`src/rtl/hs_pulse_rx.sv`:
```
// Destination-side responder of a four-phase req/ack pulse crossing: synchronizes the
// request level, presents one event per request to a valid/ready consumer, then acknowledges.
module hs_pulse_rx #(
    parameter int SYNC_STAGES = 2,
    parameter int CNT_W       = 16
) (
    input  logic             clkb,
    input  logic             rst_n,
    input  logic             req_in,
    output logic             ack_out,
    output logic             evt_valid,
    input  logic             evt_ready,
    output logic [CNT_W-1:0] evt_cnt,
    output logic             proto_err,
    input  logic             err_clr,
    output logic             busy
);

    typedef enum logic [1:0] {
        IDLE    = 2'd0,
        DELIVER = 2'd1,
        ACK     = 2'd2
    } state_t;

    state_t                 state;
    state_t                 state_nxt;
    logic [SYNC_STAGES-1:0] req_sync;
    logic                   req_s;
    logic                   accept;
    logic                   err_set;

    function automatic logic [CNT_W-1:0] cnt_inc(input logic [CNT_W-1:0] v);
        return v + {{(CNT_W-1){1'b0}}, 1'b1};
    endfunction

    // Synchronizer chain: the only logic that samples the asynchronous req_in
    always_ff @(posedge clkb) begin
        if (!rst_n) begin
            req_sync <= '0;
        end else begin
            req_sync <= {req_sync[SYNC_STAGES-2:0], req_in};
        end
    end

    assign req_s = req_sync[SYNC_STAGES-1];

    always_comb begin
        state_nxt = state;
        accept    = 1'b0;
        err_set   = 1'b0;
        case (state)
            IDLE: begin
                if (req_s) begin
                    state_nxt = DELIVER;
                end
            end
            DELIVER: begin
                // A withdrawn request is flagged but the event is still handed over
                if (!req_s) begin
                    err_set = 1'b1;
                end
                if (evt_valid && evt_ready) begin
                    accept    = 1'b1;
                    state_nxt = ACK;
                end
            end
            ACK: begin
                if (!req_s) begin
                    state_nxt = IDLE;
                end
            end
            default: begin
                state_nxt = IDLE;
            end
        endcase
    end

    // Outputs are registered from the next state so nothing combinational reaches the ports
    always_ff @(posedge clkb) begin
        if (!rst_n) begin
            state     <= IDLE;
            evt_valid <= 1'b0;
            ack_out   <= 1'b0;
            busy      <= 1'b0;
        end else begin
            state     <= state_nxt;
            evt_valid <= (state_nxt == DELIVER);
            ack_out   <= (state_nxt == ACK);
            busy      <= (state_nxt != IDLE);
        end
    end

    always_ff @(posedge clkb) begin
        if (!rst_n) begin
            evt_cnt <= '0;
        end else if (accept) begin
            evt_cnt <= cnt_inc(evt_cnt);
        end
    end

    // Set has priority over a coincident clear
    always_ff @(posedge clkb) begin
        if (!rst_n) begin
            proto_err <= 1'b0;
        end else if (err_set) begin
            proto_err <= 1'b1;
        end else if (err_clr) begin
            proto_err <= 1'b0;
        end
    end

endmodule
```
`config.mk`:
```
export PLATFORM = sky130hd
export DESIGN_NAME = hs_pulse_rx
export DESIGN_NICKNAME = d
export VERILOG_FILES = /design/src/rtl/hs_pulse_rx.sv
export SDC_FILE = /design/constraint.sdc
export NUM_CORES = 1
export LEC_CHECK = 0
export CORE_ASPECT_RATIO = 0.7
export CORE_MARGIN = 4
export CORE_UTILIZATION = 50
export DETAILED_ROUTE_END_ITERATION = 7
export PLACE_DENSITY = 0.81
export SLEW_MARGIN = 25
export SYNTH_ARGS = -nofsm -noshare
export SYNTH_HDL_FRONTEND = slang
export SYNTH_SLANG_ARGS = --single-unit
```
`constraint.sdc`:
```
create_clock -name clkb -period 2.85 [get_ports clkb]
set_clock_uncertainty 0.1 [all_clocks]
set_input_delay 0.855 -clock clkb [delete_from_list [all_inputs] [get_ports clkb]]
set_output_delay 0.855 -clock clkb [all_outputs]
set_load 0.02 [all_outputs]
```
==> results of run 1 <==
## cells in the mapped netlist
| cell | number | area, µm² |
|---|---|---|
| xnor2_1 | 8 | 70.1 |
| nor4b_1 | 1 | 8.76 |
| or2_2 | 1 | 6.26 |
| or3_4 | 2 | 22.5 |
| nor2_1 | 11 | 41.3 |
| nand3_1 | 5 | 25.0 |
| nor4_1 | 2 | 12.5 |
| nand4_1 | 3 | 18.8 |
| o21ai_0 | 6 | 30.0 |
| nand3b_1 | 1 | 7.51 |
| and4b_1 | 1 | 10.0 |
| dfxtp_1 | 24 | 480 |
| nor3b_1 | 1 | 7.51 |
| and2_1 | 2 | 12.5 |
| ha_1 | 1 | 12.5 |
| nand2_1 | 6 | 22.5 |
| nand4_2 | 1 | 12.5 |
| and4_1 | 1 | 8.76 |
| a21oi_1 | 9 | 45.0 |
| or3_1 | 5 | 31.3 |
| nand4b_4 | 1 | 23.8 |
| inv_1 | 4 | 15.0 |
| nor3_1 | 5 | 25.0 |
| clkbuf_1 | 3 | 11.3 |
| xor2_1 | 2 | 17.5 |
## flip-flops by register name, indices dropped and copies added (netlist names)
register / cells
proto_err: 1
state: 2
busy: 1
req_sync: 2
evt_valid: 1
ack_out: 1
evt_cnt: 16
## final cells by class
cell class / instances / share of cell area
multi-input combinational: 75 / 0.362
clock buffer: 3 / 0.0173
inverter: 4 / 0.0115
timing repair buffer: 26 / 0.196
sequential: 24 / 0.369
clock inverter: 1 / 0.0231
tap: 22 / 0.0211
## cell families (layout without fill, tap and decap cells)
logic type,count (synthesis),after routing
AO/OA/AOI/OAI,15,15
XOR/XNOR,10,10
adder cells (fa/ha/maj),1,1
buffers and inverters,7,34
flip-flops,24,24
AND/OR/NAND/NOR,49,49
## per-stage QoR
stage | utilization | worst slack [ps] | instances | area [µm²]
global route | 0.702 | 378 | 155 | 1300
finish | 0.702 | 472 | 155 | 1300
global placement | 0.674 | 226 | 151 | 1250
CTS | 0.702 | 459 | 155 | 1300
detailed placement | 0.674 | 178 | 151 | 1250
floorplan | - | 853 | 106 | 978
## report_power, final
| group | switching [mW] | leakage [nW] | internal (mW) |
|---|---|---|---|
| sequential | 0.00355 | 0.194 | 0.340 |
| clock | 0.104 | 0.0279 | 0.142 |
| combinational | 0.0129 | 0.232 | 0.0128 |
| total | 0.121 | 0.454 | 0.495 |
## metal layers
| metal | wire length [µm] | GRT usage | up-vias |
|---|---|---|---|
| li1 | - | - | 425 |
| met1 | 1030 | 0.242 | 389 |
| met2 | 893 | 0.269 | 25 |
| met3 | 114 | 0.0571 | 0 |
| met4 | 0 | 0.0390 | 0 |
| met5 | 0 | 0 | - |
## final timing paths
check | depth (start not counted) | slack [ps] | to | from
setup reg to reg | 5 | 960 | evt_cnt[14]$_SDFFE_PN0P_ | evt_cnt[1]$_SDFFE_PN0P_
setup / recovery | 1 | 470 | evt_cnt[5] | evt_cnt[5]$_SDFFE_PN0P_
hold reg to reg | 1 | 350 | req_sync[1]$_SDFF_PN0_ | req_sync[0]$_SDFF_PN0_
hold / removal | 1 | 350 | req_sync[1]$_SDFF_PN0_ | req_sync[0]$_SDFF_PN0_
==> results.md, run 1 <==
* Status: complete, no violations
* Crit. End Element: output pin
* Tmin final at 2380 ps
* DRC viols at 0
* Max-slew headroom at 0.711
* Crit path cell chain: clkdlybuf4s50_1
* Setup_tns at 0 ps
* Fin nets at 140
* Cts repair resizes at 0
* Post-Synth XOR/XNOR Area at 0.0895
* Post-DRT Antenna Nets at 0
* Share of cells above drive strength 1 at 0.0827
* Unrepaired setup endpoints after global routing: false
* WL per Instance at 13.2 µm
* GRT Total Usage at 0.175
* Critical path arrival at 1420 ps
* Pwr Density at 473 mW/mm²
* Yosys Warn Count at 0
* #FFs+latches synth at 24
* Most frequent cells in the layout: 24 x dfxtp_1, 24 x clkdlybuf4s50_1, 11 x nor2_1
* Number of max-cap violations at 0
* Post-synthesis cell type count at 25
* GPL Wtd Cong at 0.748
* Initial antenna violation count at 0
* Largest family of logic cells by synthesized area: simple AND/OR/NAND/NOR gates
* Static leakage at 0.454 nW
* Initial DRC Count at 24
* CTS buffer count at 3
* H-tree levels at 1
* First-pass GRT wire length at 3630 µm
* Crit path launch type: register
* Post-DP HPWL at 1500 µm
* Area growth, synth to finish at 33.1%
* Avg Vias per Cell at 5.41
* Largest net degree at the start of global routing at 15
* Worst Tran Pin Value at 428 ps
* Syn nets at 112
* Core footprint at 0.00185 mm²
* Hold WC Path Type: register to register
* WHS at 351 ps
* ANT cells at 0
* Delay of the slowest critical-path stage at 650 ps
* Power Total at 0.616 mW
* Die W at 60.9 µm
* CP Max Fanout at 5
* Simple-Gate Fraction of Synth Area at 0.303
* Drt total wl at 2040 µm
* I/O Buffers at 24
* Critical path data required time at 1900 ps
* Worst-Skew Late Latency at 320 ps
* Crit path buffers/inverters at 1
* Via count at 839
* Storage element area at 480 µm²
* FP Rows at 13
* Pins Over Slew Limit at 0
* Mean area per synthesized cell at 9.23 µm²
* Final period util at 0.834
* Layout fillers at 156
* I/O pin total at 25
* CTS tree: yes
* Complex-gate fraction of the synthesized area at 0.0767
* Crit Path Category: register to output pin
* Die height at 45.0 µm
* Final setup vio count at 0
* DIE AREA at 0.00274 mm²
* Post-synthesis cell count at 106
* Root Driver: clkbuf_4
* Area of the multi-input gates at 472 µm²
* Gr ovfl total at 0
* Critical path's top delay family: buffers and inverters
* Clk slew on worst S/H paths at 130 ps
* Adder-cell share of the synthesized area at 0.0128
* Multiplexer share of the synthesized area at 0
* Postcts setup bufs at 0
* Seq/Total Area, Yosys at 0.491
* Vias in the first global route at 801
* Synthesized area at 978 µm²
* VDD IR max at 406 µV
* Clock Path Buffers at 2
* CTS Hold Bufs at 0
* Initial core utilization at 0.528
* Fmax at 421 MHz
* CP max stage cell: clkdlybuf4s50_1
* Total iterations of the first detailed-routing run at 4
* Clock sinks at 24
* Final Hold Fails at 0
Note: power is estimated with default switching activity, not from simulation.
==> run 2, diff against run 1 <==
Settings changed: CORE_UTILIZATION 50 to 42, PLACE_DENSITY 0.81 to 0.73.
Clock period 2.85 ns to 2.1 ns, I/O delays scaled along.
==> run 2 against run 1 <==
Compared with the run above:
- via count shrank 1.4%
- highest routed layer is now met4
- register-to-register slack lost 630 ps
- count of clock-buffer cells in the layout is the same
- die area grew 16%
- wire length grew 1.7%
- sequential share of layout area shrank 0.11 points
- critical endpoint is now evt_cnt[11]
- core utilization shrank 11 points
- worst setup slack lost 400 ps
- sequential power grew 36%
- cell area grew 0.29%
- final cell count grew 7.7%
- flip-flop and latch count is the same
==> results.md, run 2 (synthesized netlist as in run 1, its figures left out) <==
* Status: complete, no violations
* Final setup vio count at 0 (unchanged)
* Crit path buffers/inverters at 1 (unchanged)
* Critical path data required time at 1370 ps (-530 ps)
* GPL Wtd Cong at 0.744 (-0.44%)
* Crit. End Element: output pin
* Number of max-cap violations at 0 (unchanged)
* WL per Instance at 12.4 µm (-5.6%)
* Delay of the slowest critical-path stage at 610 ps (-40 ps)
* Fin nets at 143 (+2.1%)
* Clock sinks at 24 (unchanged)
* FP Rows at 14 (+1)
* Max FFs per register at 16 (unchanged)
* DRC viols at 0 (unchanged)
* Fmax at 494 MHz
* Static leakage at 0.595 nW (+31%)
* DP Area at 0.00128 mm² (+2.8%)
* Initial DRC Count at 68 (+180%)
* Die height at 48.4 µm (+7.5%)
* Share of cells above drive strength 1 at 0.0963 (+0.0136)
* Most frequent cells in the layout: 24 x dfxtp_1, 11 x nor2_1, 11 x dlygate4sd2_1
* Crit Path Category: register to output pin
* Worst-Skew Late Latency at 310 ps (about the same)
* Root Driver: clkbuf_4
* Clock Path Buffers at 2 (unchanged)
* Avg Vias per Cell at 4.95 (-8.5%)
* CTS buffer count at 3 (unchanged)
* CTS tree: yes
* Crit path launch type: register
* Post-DRT Antenna Nets at 0 (unchanged)
* Pwr Density at 532 mW/mm² (+12%)
* Via count at 827 (-1.4%)
* Hold WC Path Type: register to register
* Tmin final at 2020 ps
* Die W at 65.7 µm (+7.9%)
* Core footprint at 0.00219 mm² (+18%)
* Post-DP HPWL at 1560 µm (+3.4%)
* Worst Tran Pin Value at 394 ps (-33.7 ps)
* Critical path's top delay family: buffers and inverters
* Largest regs: evt_cnt: 16 flops, req_sync: 2 flops, state: 2 flops
* PnR worst setup slack at 76.0 ps (-397 ps)
* Drt total wl at 2080 µm (+1.7%)
* Max-slew headroom at 0.734 (+0.0228)
* GRT Total Usage at 0.150 (-0.0253)
* Largest net degree at the start of global routing at 15 (unchanged)
* I/O pin total at 25 (unchanged)
* Final period util at 0.964
* Worst slack at placement at -327 ps (-505 ps)
* Vias in the first global route at 856 (+6.9%)
* Critical path arrival at 1290 ps (-130 ps)
* Finished Cell Area at 0.00131 mm² (+0.29%)
* CP Max Fanout at 4 (-1)
* First-pass GRT wire length at 3810 µm (+4.9%)
* Initial core utilization at 0.447 (-0.0808)
* CP max stage cell: clkdlybuf4s50_1
* Final Hold Fails at 0 (unchanged)
* ANT cells at 0 (unchanged)
* Commonest non-fill, non-tap cell in the layout: dfxtp_1
* I/O Buffers at 24 (unchanged)
* DIE AREA at 0.00318 mm² (+16%)
* Clk slew on worst S/H paths at 120 ps (about the same)
* Pins Over Slew Limit at 0 (unchanged)
* Initial antenna violation count at 0 (unchanged)
* Gr ovfl total at 0 (unchanged)
* Total iterations of the first detailed-routing run at 4 (unchanged)
* Area growth, synth to finish at 33.5%
* Setup_tns at 0 ps (unchanged)
* Crit path cell chain: clkdlybuf4s50_1
* Largest Register: evt_cnt
* Postcts setup bufs at 0 (unchanged)
* Unrepaired setup endpoints after global routing: false
* H-tree levels at 1 (unchanged)
* VDD IR max at 335 µV (-18%)
-- run 2: cell types whose count changed in the layout (fill, tap and decap cells not counted), sizes merged --
cell           previous run  this run
dlymetal6s2s              0         5
dlygate4sd2               0        11
buf                       2         5
bufinv                    1         0
clkdlybuf4s50            24         8
-- run 2: stage by stage --
step	util	hold slack, ps	instances	total power, mW
2_1_floorplan	-	312	106	0.492
3_3_place_gp	0.587	316	164	0.511
3_5_place_dp	0.587	328	164	0.511
4_1_cts	0.591	350	167	0.704
5_1_grt	0.597	369	167	0.728
6_report	0.597	348	167	0.694
-- run 2: report_power, final --
part	internal, mW	total, mW	switching [mW]
clock network	0.0671	0.195	0.128
registers	0.461	0.466	0.00495
logic	0.0160	0.0332	0.0172
-- run 2: layout make-up --
cell class,instances,area [µm²]
Tap cell,32,40.0
Multi-Input combinational cell,75,472
Clock buffer,3,22.5
Fill cell,205,883
Inverter,4,15.0
Sequential cell,24,480
Timing Repair Buffer,29,277
-- run 2: layer usage --
layer	track usage	share of wire
met1	0.193	0.48
met2	0.221	0.43
met3	0.0694	0.078
met4	0.0483	0.014
met5	0	0
-- run 2: worst paths after layout --
path	startpoint	to	slack, ps	depth (start not counted)
worst max register to register	evt_cnt[2]$_SDFFE_PN0P_	evt_cnt[13]$_SDFFE_PN0P_	330	4
worst min register to register	req_sync[0]$_SDFF_PN0_	req_sync[1]$_SDFF_PN0_	350	1
worst min-delay path	req_sync[0]$_SDFF_PN0_	req_sync[1]$_SDFF_PN0_	350	1
worst max-delay path	evt_cnt[11]$_SDFFE_PN0P_	evt_cnt[11]	80	1
-- run 2: repair_timing --
item / CTS / global route
pin swaps: 0 / 0
hold buffers: 0 / 0
resized for setup: 11 / 5
endpoints found under the setup margin: 11 / 5
